$ cat src/rtl/ets_multi_accum.sv
// Multi-channel equivalent-time-sampling accumulator.
// Counts comparator-high cycles per channel over a programmed number of triggers.
module ets_multi_accum #(
  parameter int CH    = 4,
  parameter int CNT_W = 32
) (
  input  logic                clk,
  input  logic                rst_n,
  input  logic [CNT_W-1:0]    average,
  input  logic [CH-1:0]       ch_mask,
  input  logic [CH-1:0]       data_in,
  input  logic                trigger,
  input  logic                start,
  input  logic                abort,
  output logic                busy,
  output logic                done,
  output logic [CNT_W-1:0]    sample_cnt,
  output logic [CH*CNT_W-1:0] data
);

  localparam logic [1:0] S_IDLE = 2'd0;
  localparam logic [1:0] S_BUSY = 2'd1;
  localparam logic [1:0] S_DONE = 2'd2;
  localparam logic [1:0] S_CLR  = 2'd3;

  logic [1:0]       state;
  logic [1:0]       state_nx;
  logic [CNT_W-1:0] avg_q;
  logic [CH-1:0]    mask_q;
  logic             last;

  // full-width unsigned compare; cnt+1 cannot wrap before reaching avg_q
  assign last = trigger && ((sample_cnt + CNT_W'(1)) == avg_q);

  always_comb begin
    state_nx = state;
    unique case (state)
      S_IDLE: begin
        if (start)
          state_nx = (average == '0) ? S_DONE : S_BUSY;
      end
      S_BUSY: begin
        if (abort)
          state_nx = S_CLR;
        else if (last)
          state_nx = S_DONE;
      end
      S_DONE: begin
        if (abort || !start)
          state_nx = S_CLR;
      end
      S_CLR: begin
        state_nx = S_IDLE;
      end
      default: begin
        state_nx = S_IDLE;
      end
    endcase
  end

  always_ff @(posedge clk or negedge rst_n) begin
    if (!rst_n) begin
      state  <= S_IDLE;
      busy   <= 1'b0;
      done   <= 1'b0;
      avg_q  <= '0;
      mask_q <= '0;
    end else begin
      state <= state_nx;
      busy  <= (state_nx == S_BUSY);
      done  <= (state_nx == S_DONE);
      if (state == S_IDLE && start) begin
        avg_q  <= average;
        mask_q <= ch_mask;
      end
    end
  end

  always_ff @(posedge clk or negedge rst_n) begin
    if (!rst_n) begin
      sample_cnt <= '0;
      data       <= '0;
    end else begin
      unique case (1'b1)
        (state == S_CLR): begin
          sample_cnt <= '0;
          data       <= '0;
        end
        (state == S_BUSY && !abort && trigger): begin
          sample_cnt <= sample_cnt + CNT_W'(1);
          for (int i = 0; i < CH; i++)
            data[i*CNT_W +: CNT_W] <= data[i*CNT_W +: CNT_W]
              + CNT_W'(data_in[i] & mask_q[i]);
        end
        default: begin
        end
      endcase
    end
  end

endmodule

$ cat config.mk
export PLATFORM = sky130hd
export DESIGN_NAME = ets_multi_accum
export DESIGN_NICKNAME = d
export VERILOG_FILES = /design/src/rtl/ets_multi_accum.sv
export SDC_FILE = /design/constraint.sdc
export NUM_CORES = 1
export LEC_CHECK = 0
export ABC_AREA = 1
export CAP_MARGIN = 20
export CORE_ASPECT_RATIO = 1.75
export CORE_UTILIZATION = 35
export DETAILED_ROUTE_END_ITERATION = 8
export MAX_ROUTING_LAYER = met4
export REMOVE_ABC_BUFFERS = 1
export SLEW_MARGIN = 40
export SYNTH_ARGS = -nofsm -noshare
export SYNTH_HDL_FRONTEND = slang
export SYNTH_SLANG_ARGS = --single-unit
$ cat constraint.sdc
create_clock -name clk -period 2.4 [get_ports clk]
set_input_delay 0.48 -clock clk [delete_from_list [all_inputs] [get_ports clk]]
set_output_delay 0.48 -clock clk [all_outputs]
set_load 0.1 [all_outputs]
==> results <==
- The flow ran to the end, but the final reports show violations.
- The checks that failed: setup timing.
- The reported max-cap violation count is 0.
- Setup repair after global routing could not meet its margin everywhere.
- In this run the vertical extent of the chip is 237 µm.
- The worst slack at placement is -0.615 ns.
- The total number of placement rows is 85.
- In this run the number of H-tree levels came out at 4.
- The number of antenna violations at the first check in global routing was 0.
- The number of buffers added by the clock tree synthesis step is 17.
- Synthesis inferred 200 register bits.
- The count of vias placed by the detailed router is 11300.
- The final-stage net count is 1899.
- The number of hold buffers added after CTS was 0.
- The die outline area is 32300 µm².
- The filler cell count is slightly above 3000.
- The max-slew violation count was 0.
- The logic gate share of total power is 37.4%.
- Once layout is complete, the cells apart from fillers number 2249.
- In the final routed layout, each cell accounts on average for 16.5 µm.
- The worst setup path is launched from a flop.
- The detailed-route DRC error count is 0.
- In this run, the number of DRC markers left after iteration 0 of detailed routing was about 480.
- Sorting the synthesized cells by area gives the leading types as sky130_fd_sc_hd__dfrtp_1 (45%), sky130_fd_sc_hd__nand2_1 (15%), sky130_fd_sc_hd__inv_1 (6.0%).
- The combined area of all synthesized cells is around 11000 µm².
- Entering global routing, the biggest net connects 104 pins.
- The post-layout minimum cycle time is 2.40 ns.
- The clock tree from TritonCTS is yes.
- For the worst setup path, the data arrival time is 2.74 ns.
- The top cell type by area accounts for a little under half of the synthesized area.
- The count of buffers added on input and output ports is between 200 and 250.
- By startpoint and endpoint, the worst setup path is classified as flop to flop.
- The tree is rooted in a sky130_fd_sc_hd__clkbuf_16.
- The post-route worst setup slack is -0.00417 ns.
- The number of antenna-violating nets in the routed design is 0.
- The latest clock arrival within the worst-skew pair is 0.45 ns.
- The number of iterations in the first detailed-routing pass is 5.
- Net switching is 42.6% of the power.
- The min-delay analysis places its worst path in the category primary input to asynchronous set/reset pin.
- The sequential cell fraction of total power is 36.8%.
- After clock tree synthesis, the clock-pin slew on the worst setup and hold paths is 0.08 ns.
- Once placement completed, the tool counted placed cells totaling 2162.
- The final RePlAce weighted congestion is 0.923.
- The final design utilization is 51.1%.
- The detailed-placement wirelength estimate is 27400 µm.
- The endpoint class of the critical path is a flop.
- Counting every sink on the clock net gives 200.
- Once the floorplan was initialized, standard cells occupied 35.7% of the core.
- The number of enable-type register cells in the synthesized netlist is 0.
- The worst slew slack as a fraction of its limit is 65.2%.
- In the global route stage, overall resource usage came out at 23.8%.
- The netlist uses 47 different library cells.
- In this run the mean area of a mapped cell was about 7.5 µm².
- The number of antenna diodes in the final layout is 0.
- After technology mapping, the gate count stands at about 1500.
- The warning count from the yosys run is 0.
- For the worst setup path, the data required time is 2.74 ns.
- The worst supply voltage drop on vdd is between 0.7 and 0.8 mV.
- The placeable core area is 30900 µm².
- The total power after layout is 11.6 mW.
- The most used flip-flop cell after synthesis is sky130_fd_sc_hd__dfrtp_1.
- In the final timing run, aggregate negative setup slack is -0.00417 ns.
- The analysis attributes to net switching a power of ~5 mW.
- For this design the static power due to leakage is around 7.6 nW.
- The clock network fraction of design power is 25.8%.
- The biggest area contributor in the post-synthesis netlist is sky130_fd_sc_hd__dfrtp_1.
- The transition time at the pin with the least slew margin is 0.522 ns.
- The maximum fanout count along the critical path is 3.
- The die width is 136 µm.
- The residual overflow from global routing is 0.
- After detailed routing, the total wire length is 37000 µm.
- The vias per cell is 5.03.
- The hold violation count in the final report came to 0.
- The count of final setup violators is 1.
- On the final layout, the worst clock skew is 0.0130 ns.
- The total power density per cell area is approximately 730 nW/µm².
- Cell internal power was estimated by the tool at between 6 and 7 mW.
- The worst path uses 100% of the clock period.
- The number of top-level pins is slightly above 200.
- For this run, the register share of the synthesized area comes to 45.3%.
- Based on the critical path, the design can be clocked at up to between 400 and 500 MHz.
- The area overhead of the layout relative to synthesis is 43.3%.
- Counting flops with an async set or reset pin after synthesis yields a share of 100%.
- In the final layout, the share of cells above drive strength 1 is 29.7%.
- The deepest clock path buffer count is 2.
- The first global-routing pass estimated 57300 µm of wire.
- The via count of the first global-routing pass was 11300.
-- path summary, 6_finish.rpt --
check	to	start	slack [ns]	cells past startpoint
worst max register to register	data[44]	mask_q[1]	-0.004	18
worst max-delay path	data[44]	mask_q[1]	-0.004	18
worst min register to register	data[63]	data[63]	0.48	1
min in group clk	data[63]	data[63]	0.48	1
worst min-delay path	data[121]	rst_n	0.01	1
max in group asynchronous	data[69]	rst_n	1.75	2
-- routing by layer --
layer / part of all wire (%) / wire length (µm) / track usage [%] / up-vias
met3: 3.8 / 1400 / 3.49 / 103
met1: 36 / 13300 / 23.6 / 5402
met5: 0 / 0 / - / -
li1: - / - / - / 5543
met2: 54 / 20100 / 43.0 / 268
met4: 5.8 / 2140 / 14.4 / 0
-- what timing repair did --
action                     4_1_cts  5_1_grt
setup endpoints to repair       14       51
pin swaps                       27       74
buffers inserted                25       31
resized for setup               45      128
-- power groups by stage --
stage	Combinational (mW)	Clock [mW]	Sequential, mW
after CTS	4.21	3.07	4.25
after floorplan	1.50	0	5.34
after global placement	4.10	0	4.28
after global routing	4.68	3.17	4.32
after detailed placement	4.15	0	4.29
final	4.32	2.98	4.26
-- synth_stat cells, types with 2 or more instances --
| cell | count |
|---|---|
| sky130_fd_sc_hd__inv_1 | 177 |
| sky130_fd_sc_hd__ha_1 | 9 |
| sky130_fd_sc_hd__a21oi_1 | 54 |
| sky130_fd_sc_hd__nor3_1 | 23 |
| sky130_fd_sc_hd__o211ai_1 | 2 |
| sky130_fd_sc_hd__nand2_2 | 5 |
| sky130_fd_sc_hd__nor4_1 | 15 |
| sky130_fd_sc_hd__nor2_1 | 122 |
| sky130_fd_sc_hd__nor2_2 | 20 |
| sky130_fd_sc_hd__mux2i_1 | 19 |
| sky130_fd_sc_hd__nand3_2 | 6 |
| sky130_fd_sc_hd__xnor3_1 | 2 |
| sky130_fd_sc_hd__o31ai_1 | 3 |
| sky130_fd_sc_hd__xnor2_1 | 3 |
| sky130_fd_sc_hd__nand3b_1 | 15 |
| sky130_fd_sc_hd__a22o_1 | 7 |
| sky130_fd_sc_hd__clkbuf_1 | 27 |
| sky130_fd_sc_hd__buf_2 | 2 |
| sky130_fd_sc_hd__and2_1 | 4 |
| sky130_fd_sc_hd__o21ai_1 | 8 |
| sky130_fd_sc_hd__xor2_1 | 6 |
| sky130_fd_sc_hd__dfrtp_1 | 200 |
| sky130_fd_sc_hd__nor2_4 | 11 |
| sky130_fd_sc_hd__inv_2 | 4 |
| sky130_fd_sc_hd__a22oi_1 | 12 |
| sky130_fd_sc_hd__nor3_2 | 4 |
| sky130_fd_sc_hd__nand3_1 | 129 |
| sky130_fd_sc_hd__o21ai_0 | 71 |
| sky130_fd_sc_hd__nand4_1 | 18 |
| sky130_fd_sc_hd__buf_1 | 4 |
| sky130_fd_sc_hd__a31oi_1 | 4 |
| sky130_fd_sc_hd__o21a_1 | 3 |
| sky130_fd_sc_hd__nor4_2 | 3 |
| sky130_fd_sc_hd__o22ai_1 | 23 |
| sky130_fd_sc_hd__a21boi_0 | 3 |
| sky130_fd_sc_hd__nand2_1 | 437 |
-- cell type report --
type / instances / area [µm²] / share of cell area (%)
flip-flops and latches: 200 / 5010 / 31.7
inverters: 181 / 679 / 4.29
multi-input cells: 1052 / 5860 / 37.0
repair buffers: 393 / 3190 / 20.2
well taps: 391 / 489 / 3.09
clock buffers: 18 / 439 / 2.78
clock inverters: 14 / 156 / 0.989
-- cells in the final DEF (no fill, tap or decap), types with 4 or more instances in the layout --
| cell type | count |
|---|---|
| sky130_fd_sc_hd__clkdlybuf4s50_1 | 38 |
| sky130_fd_sc_hd__nand2_1 | 402 |
| sky130_fd_sc_hd__buf_4 | 333 |
| sky130_fd_sc_hd__inv_2 | 14 |
| sky130_fd_sc_hd__inv_1 | 167 |
| sky130_fd_sc_hd__nor4_1 | 14 |
| sky130_fd_sc_hd__mux2i_1 | 19 |
| sky130_fd_sc_hd__o21ai_1 | 8 |
| sky130_fd_sc_hd__dfrtp_1 | 198 |
| sky130_fd_sc_hd__buf_12 | 7 |
| sky130_fd_sc_hd__a22o_1 | 7 |
| sky130_fd_sc_hd__buf_6 | 9 |
| sky130_fd_sc_hd__clkbuf_16 | 17 |
| sky130_fd_sc_hd__and2_1 | 4 |
| sky130_fd_sc_hd__a31oi_1 | 4 |
| sky130_fd_sc_hd__nand2_2 | 30 |
| sky130_fd_sc_hd__nor2_4 | 30 |
| sky130_fd_sc_hd__nor3_2 | 5 |
| sky130_fd_sc_hd__nor3_1 | 20 |
| sky130_fd_sc_hd__ha_4 | 9 |
| sky130_fd_sc_hd__nand4_1 | 18 |
| sky130_fd_sc_hd__xor2_1 | 6 |
| sky130_fd_sc_hd__inv_6 | 5 |
| sky130_fd_sc_hd__nand3_4 | 4 |
| sky130_fd_sc_hd__nand2_4 | 10 |
| sky130_fd_sc_hd__nand3_1 | 110 |
| sky130_fd_sc_hd__a21oi_1 | 53 |
| sky130_fd_sc_hd__nor2_2 | 30 |
| sky130_fd_sc_hd__nor2_1 | 93 |
| sky130_fd_sc_hd__nand3_2 | 21 |
| sky130_fd_sc_hd__o22ai_1 | 23 |
| sky130_fd_sc_hd__nand3b_1 | 15 |
| sky130_fd_sc_hd__o21ai_0 | 68 |
| sky130_fd_sc_hd__a22oi_1 | 12 |
-- stage by stage --
step	hold slack (ns)	instance area [µm²]
finish	0.0127	15800
global route	0.0126	15800
CTS	0.00320	15100
detailed placement	0.464	14200
global placement	0.458	14200
floorplan	0.184	10900
-- registers in the layout, indices dropped and copies added (netlist names) --
signal / flops
done: 1
mask_q: 4
busy: 1
state: 2
sample_cnt: 32
avg_q: 32
data: 128
-- worst max-delay path, cell delays in order (launching register included) --
cell	delay [ns]
sky130_fd_sc_hd__dfrtp_1	0.42
sky130_fd_sc_hd__nand2_1	0.09
sky130_fd_sc_hd__inv_2	0.04
sky130_fd_sc_hd__ha_4	0.17
sky130_fd_sc_hd__ha_4	0.17
sky130_fd_sc_hd__nand3_2	0.08
sky130_fd_sc_hd__nor2_2	0.05
sky130_fd_sc_hd__nand4_2	0.08
sky130_fd_sc_hd__nor2_2	0.05
sky130_fd_sc_hd__buf_4	0.13
sky130_fd_sc_hd__buf_4	0.12
sky130_fd_sc_hd__buf_4	0.12
sky130_fd_sc_hd__buf_4	0.12
sky130_fd_sc_hd__buf_4	0.13
sky130_fd_sc_hd__buf_4	0.12
sky130_fd_sc_hd__buf_4	0.12
sky130_fd_sc_hd__buf_4	0.13
sky130_fd_sc_hd__a22oi_1	0.13
sky130_fd_sc_hd__a21oi_1	0.06
-- logic make-up (layout without fill, tap and decap cells) --
family | count (synthesis) | count (layout) | synth area share [%]
fa+ha+maj | 9 | 9 | 1.02
flops | 200 | 200 | 45.3
mux | 19 | 19 | 1.72
simple gates | 817 | 817 | 33.4
xor+xnor | 11 | 11 | 1.12
compound gates | 196 | 196 | 10.2
buf+inv | 214 | 606 | 7.30
Note: power is estimated with default switching activity, not from simulation.
